===== src/rtl/serial_adder_n_bits.sv =====
// serial_adder_n_bits
//   Bit-serial N-bit adder, y = a + b + cin.
//   A single full-adder cell processes one bit per clock, LSB first.
//   Results stay stable until the next accepted operation completes.
//
// Ports
//   clk    : clock, rising edge
//   rst_n  : asynchronous active-low reset
//   start  : request, accepted only while ready=1
//   a, b   : N-bit operands, sampled on the accepting edge
//   cin    : carry-in, sampled on the accepting edge
//   ready  : 1 in IDLE
//   busy   : 1 in RUN
//   done   : one-cycle pulse, y/cout/ovf final
//   y      : N-bit sum (modulo 2^N)
//   cout   : carry out of bit N-1
//   ovf    : signed overflow (carry into bit N-1 XOR cout)
module serial_adder_n_bits #(
    parameter int N = 4
) (
    input  logic         clk,
    input  logic         rst_n,
    input  logic         start,
    input  logic [N-1:0] a,
    input  logic [N-1:0] b,
    input  logic         cin,
    output logic         ready,
    output logic         busy,
    output logic         done,
    output logic [N-1:0] y,
    output logic         cout,
    output logic         ovf
);

    localparam int CW = $clog2(N);
    localparam logic [CW-1:0] LAST = CW'(N - 1);

    localparam logic [1:0] IDLE = 2'd0;
    localparam logic [1:0] RUN  = 2'd1;
    localparam logic [1:0] DONE = 2'd2;

    logic [1:0]    state;
    logic [N-1:0]  a_sr, b_sr, res_sr;
    logic          carry;
    logic [CW-1:0] cnt;

    // Single full-adder cell on the LSBs of the operand shift registers.
    logic          sum_bit, carry_nxt;
    logic [N-1:0]  res_nxt;

    always_comb begin
        sum_bit   = a_sr[0] ^ b_sr[0] ^ carry;
        carry_nxt = (a_sr[0] & b_sr[0]) | (a_sr[0] & carry) | (b_sr[0] & carry);
        // Sum bits enter at the MSB side, so after N shifts bit 0 lands at LSB.
        res_nxt   = {sum_bit, res_sr[N-1:1]};
    end

    always_ff @(posedge clk or negedge rst_n) begin
        if (!rst_n) begin
            state  <= IDLE;
            a_sr   <= '0;
            b_sr   <= '0;
            res_sr <= '0;
            carry  <= 1'b0;
            cnt    <= '0;
            y      <= '0;
            cout   <= 1'b0;
            ovf    <= 1'b0;
        end else begin
            case (state)
                IDLE: begin
                    if (start) begin
                        a_sr   <= a;
                        b_sr   <= b;
                        carry  <= cin;
                        res_sr <= '0;
                        cnt    <= '0;
                        state  <= RUN;
                    end
                end
                RUN: begin
                    a_sr   <= a_sr >> 1;
                    b_sr   <= b_sr >> 1;
                    res_sr <= res_nxt;
                    carry  <= carry_nxt;
                    cnt    <= cnt + 1'b1;
                    if (cnt == LAST) begin
                        // On the MSB step, 'carry' is the carry into bit N-1.
                        y     <= res_nxt;
                        cout  <= carry_nxt;
                        ovf   <= carry ^ carry_nxt;
                        state <= DONE;
                    end
                end
                DONE:    state <= IDLE;
                default: state <= IDLE;
            endcase
        end
    end

    assign ready = (state == IDLE);
    assign busy  = (state == RUN);
    assign done  = (state == DONE);

endmodule


===== config.mk =====
export PLATFORM = sky130hd
export DESIGN_NAME = serial_adder_n_bits
export DESIGN_NICKNAME = d
export VERILOG_FILES = /design/src/rtl/serial_adder_n_bits.sv
export SDC_FILE = /design/constraint.sdc
export NUM_CORES = 1
export LEC_CHECK = 0
export ABC_AREA = 1
export CAP_MARGIN = 10
export CORE_MARGIN = 1
export CORE_UTILIZATION = 32
export CTS_CLUSTER_SIZE = 24
export DETAILED_ROUTE_END_ITERATION = 16
export GPL_TIMING_DRIVEN = 0
export HOLD_SLACK_MARGIN = 0.05
export MAX_ROUTING_LAYER = met4
export PLACE_DENSITY_LB_ADDON = 0.2
export SLEW_MARGIN = 15
export SYNTH_ARGS = -nofsm -noshare
export SYNTH_HDL_FRONTEND = slang
export SYNTH_SLANG_ARGS = --single-unit

===== constraint.sdc =====
create_clock -name clk -period 1.3 [get_ports clk]
set_input_delay 0.195 -clock clk [delete_from_list [all_inputs] [get_ports clk]]
set_output_delay 0.195 -clock clk [all_outputs]
set_load 0.05 [all_outputs]

Word level (Yosys, flattened, before mapping):

Cells that the tools add are included.

* flip-flop bits (word level): 23
* input port bits: 12
* output and inout bits: 9
* logic and storage cells: 41

* $add $sub $neg: 1
* equal/unequal tests: 5
* muxes and demuxes: 13
* bitwise operators: 8
* reduce and logical (&&, ||, !) cells: 5

Operators with widths (count)
* 4-bit case mux with 2 select lines: 3
* 4-bit two-way mux: 3
* 2-bit case mux with 2 select lines: 2
* 2-bit two-way mux: 3
* 2-bit AND reduction: 3
* 2-bit equality test (second input constant): 2
* 1-bit bitwise AND: 3
* 1-bit bitwise XOR: 3
* 2-bit by 1-bit adder with 2-bit output (second input constant): 1
* 2-bit by 1-bit equality test with 1-bit output (second input constant): 1
* 2-bit zero test: 1
* 2-bit by 1-bit inequality test with 1-bit output (second input constant): 1
* 2-bit inequality test (second input constant): 1
* 1-bit bitwise OR: 2
* 1-bit case mux with 2 select lines: 1
* 2-bit nonzero test: 1
* 1-bit two-way mux: 1

Logic depth before layout (Yosys ltp):

* depth after elaboration: 4
* gate-level depth with buffers: 6
* gate-level depth less buffers: 6

Least setup slack after synthesis:

No wires, ideal clock.

* path kind: register -> output
* start point: register state[0]
* end point: output done
* arrival time: 1.264 ns
* setup slack: -0.159 ns
* stages on the path, launching flop included: 3
* path buffers: 1
* path through: dfrtp_1 -> buf_2 -> nor2_1

* cells in the longest elaborated chain, start to end: 1

RTL lines
* start: declaration: RTL line 42 `logic [1:0] state;`
* start signal: assignment: RTL line 60 `state <= IDLE;`
* start signal: assignment: RTL line 78 `state <= RUN;`
* start signal: assignment: RTL line 92 `state <= DONE;`
* 2-bit equality test: RTL line 103 `assign done = (state == DONE);`
* end: declaration: RTL line 29 `output logic done,`

No other way between the ends.

Worst setup path after layout:

Same ends and word-level chain as after synthesis.

==> impl_metrics.ini <==
[yosys]
yosys_warnings = 0
synthAdderAreaFrac_pct = 3.19
syn_inst = 121
synth_cell_type_count = 19
synthMuxAreaShare_pct = 0
synth_area_um2 = 1020
synth_nets = 135
synth_xor_area_share_pct = 0.858
ys_seq_elements = 22
yosysSeqAreaShare_pct = 53.9
synth_compound_area_share_pct = 6.99
synthSimpleGateAreaFrac_pct = 25.7
synth_top_family_by_area = simple AND/OR/NAND/NOR gates
syn_avg_cell_area_um2 = 8.44

[routing]
vias = 836
top_layer = met4
via_per_inst = 4.31
drt-met1-wl_um = 845
wl_met3_um = 94
routed_wl_um = 2000
wl_met2_um = 1030
postRouteAntennaNets = 0
wl_per_cell_um = 10.3
drt_iter0_markers = 27
drt-pass1-iter-count = 4
route.detailed.drc = 0

[pwr]
power_density_nw_per_um2 = 2700
p_clk_share_pct = 14.1
p_leak_nw = 0.723
netSwitchingFraction_pct = 45.2
internal_power_mw = 2.05
p_seq_share_pct = 31.5
ir_drop_mv = 1.02
switching_power_mw = 1.69
p_comb_share_pct = 54.4

[clocking]
clk_path_buf_depth = 2
clk_pin_slew_ns = 0.13
cts.sinks = 22
cts-buffers-inserted = 3
cts_tree = yes
htreeDepth = 1
cts_root_buf = clkbuf_4
cts_hold_buffers = 0
clk_latency_ns = 0.32

[place]
post-place-ws_ns = -0.455
gp_congestion = 0.777
place_area_um2 = 1280
dp_hpwl_um = 1370
io_buffer_count = 20

[floorplanning]
die_h_um = 58.5
core_um2 = 3030
die-width_um = 58.5
ios = 21
dieArea_um2 = 3420
placementRows = 20
start_util_pct = 33.7

[worst_setup_path]
cp_data_arrival_time_ns = 1.14
crit_required_ns = 1.11
r2r_start = state[0]$_DFFE_PN0P_
rrSetupSlack_ns = 0.01
end_kind = output port
r2r_cells = 7
worst_path_most_repeated_cell = buf_6
path_cells = buf_6 -> nor2_4 -> buf_6
crit_type = reg2out
startpoint = state[0]$_DFFE_PN0P_
critical_path.max_stage_delay_ns = 0.44
cp_slowest_cell = dfrtp_2
r2r_end = a_sr[0]$_DFFE_PN0P_
cp_max_fo = 4
critPathLaunchType = flop

[global_route]
grt_max_degree = 23
grt_usage_pct = 14.3
grt_pass1_vias = 870
grt_pass1_wl_um = 3590
grt-ovfl-total = 0
antenna_found_initial = 0

[status]
violations = negative setup slack
status = complete, but fails checks

[timing]
fin_crit_sh_pct = 103
drv_slew = 0
fin_skew_ns = 0.0133
hold_violations = 0
worst_pin_slew_ns = 0.993
slew_headroom_pct = 33.6
setup_slack_ns = -0.0345
rsz0062_at_grt = yes
finalSetupViolations = 3
hold-worst-slack_ns = 0.404
max_freq_ghz = 0.749
period_needed_ns = 1.33

[layout]
nFillCells = 313
layout-drive-gt1-share_pct = 22.7
diodes = 0
fin_area_um2 = 1390
multiInputGateArea_um2 = 395
area_growth_pct = 35.7
finalNetCount = 165
regArea_um2 = 553

[min_path]
hp-class = in2async

[job]
maxCapViolCount = 0
[through the flow]
step | power, mW | std cells | utilization, % | setup TNS [ns]
floorplan | 2.57 | 121 | - | 0
global route | 4.07 | 194 | 45.7 | -0.651
CTS | 3.82 | 194 | 46.6 | -0.0909
global placement | 3.06 | 185 | 42.3 | -4.55
finish | 3.74 | 194 | 45.7 | -0.0701
detailed placement | 3.10 | 185 | 42.3 | -5.17
[flip-flops by register name, indices dropped and copies added (netlist names)]
register	count
a_sr	4
b_sr	4
carry	1
cnt	2
cout	1
ovf	1
res_sr	3
state	2
y	4
[routing by layer]
layer	up-vias	track usage (%)
li1	423	-
met1	390	14.3
met2	19	26.3
met3	4	4.84
met4	0	4.42
met5	-	-
[Yosys cell counts]
cell type	instances	share of area, %
buf_2	1	0.49
a21oi_2	1	0.86
nor2_4	1	1.1
nand3_1	7	3.4
o21ai_1	5	2.5
a21oi_1	1	0.49
buf_6	1	1.1
fa_1	1	2.0
ha_1	1	1.2
nor2_1	5	1.8
nand2_4	2	2.2
dfrtp_1	22	54
inv_2	3	1.1
nand2_1	45	17
inv_1	18	6.6
o21ai_0	3	1.5
o21ai_2	2	1.7
nand2_2	1	0.61
xor2_1	1	0.86
[worst max-delay path: cells and delay by family (launching register included)]
kind / cells / cell delay (ns)
buffers and inverters: 2 / 0.30
flip-flops: 1 / 0.44
AND/OR/NAND/NOR: 1 / 0.08
[cell type report]
class,instances,area share (%)
timing repair buffer,25,16.4
clock inverter,1,2.17
inverter,21,5.69
buffer,2,1.63
sequential,22,39.9
multi-input combinational,76,28.5
clock buffer,3,1.63
tap,44,3.97
[worst max-delay path by stage]
stage                      end  slack [ns]  cells past startpoint
final                     done       -0.03                      3
after global placement    done       -0.45                      3
after floorplan           done        0.06                      2
after CTS                 busy       -0.03                      4
after detailed placement  done       -0.45                      3
after global routing      done       -0.08                      3
[cells by family after synthesis]
group                      count (synthesis)
and+or+nand+nor                           61
DFF                                       22
AOI/OAI and AO/OA                         12
xor gates and xnor gates                   1
buffers and inverters                     23
adders and majority gates                  2
[placed cells by master, fill, tap and decap left out, drive strengths merged]
master         netlist  layout
nand2               48      48
fa                   1       1
buf                  2      14
dfrtp               22      22
clkbuf               0       3
xor2                 1       1
bufinv               0       1
inv                 21      21
nor2                 6       6
o21ai               10      10
nand3                7       7
ha                   1       1
a21oi                2       2
clkdlybuf4s50        0      11
clkdlybuf4s15        0       2
[what timing repair did]
action / in CTS / in global routing
setup buffers: 5 / 0
setup endpoints to repair: 9 / 15
resized for setup: 47 / 8
endpoints found under the hold margin: 0 / 0
pin swaps: 2 / 1
[power groups by stage]
stage / combinational [mW] / clock [mW] / sequential (mW)
floorplan: 1.12 / 0 / 1.44
global placement: 1.87 / 0 / 1.19
detailed placement: 1.90 / 0 / 1.20
CTS: 2.09 / 0.545 / 1.18
global route: 2.28 / 0.571 / 1.22
finish: 2.03 / 0.526 / 1.18
Power figures use the tool's default switching activity.
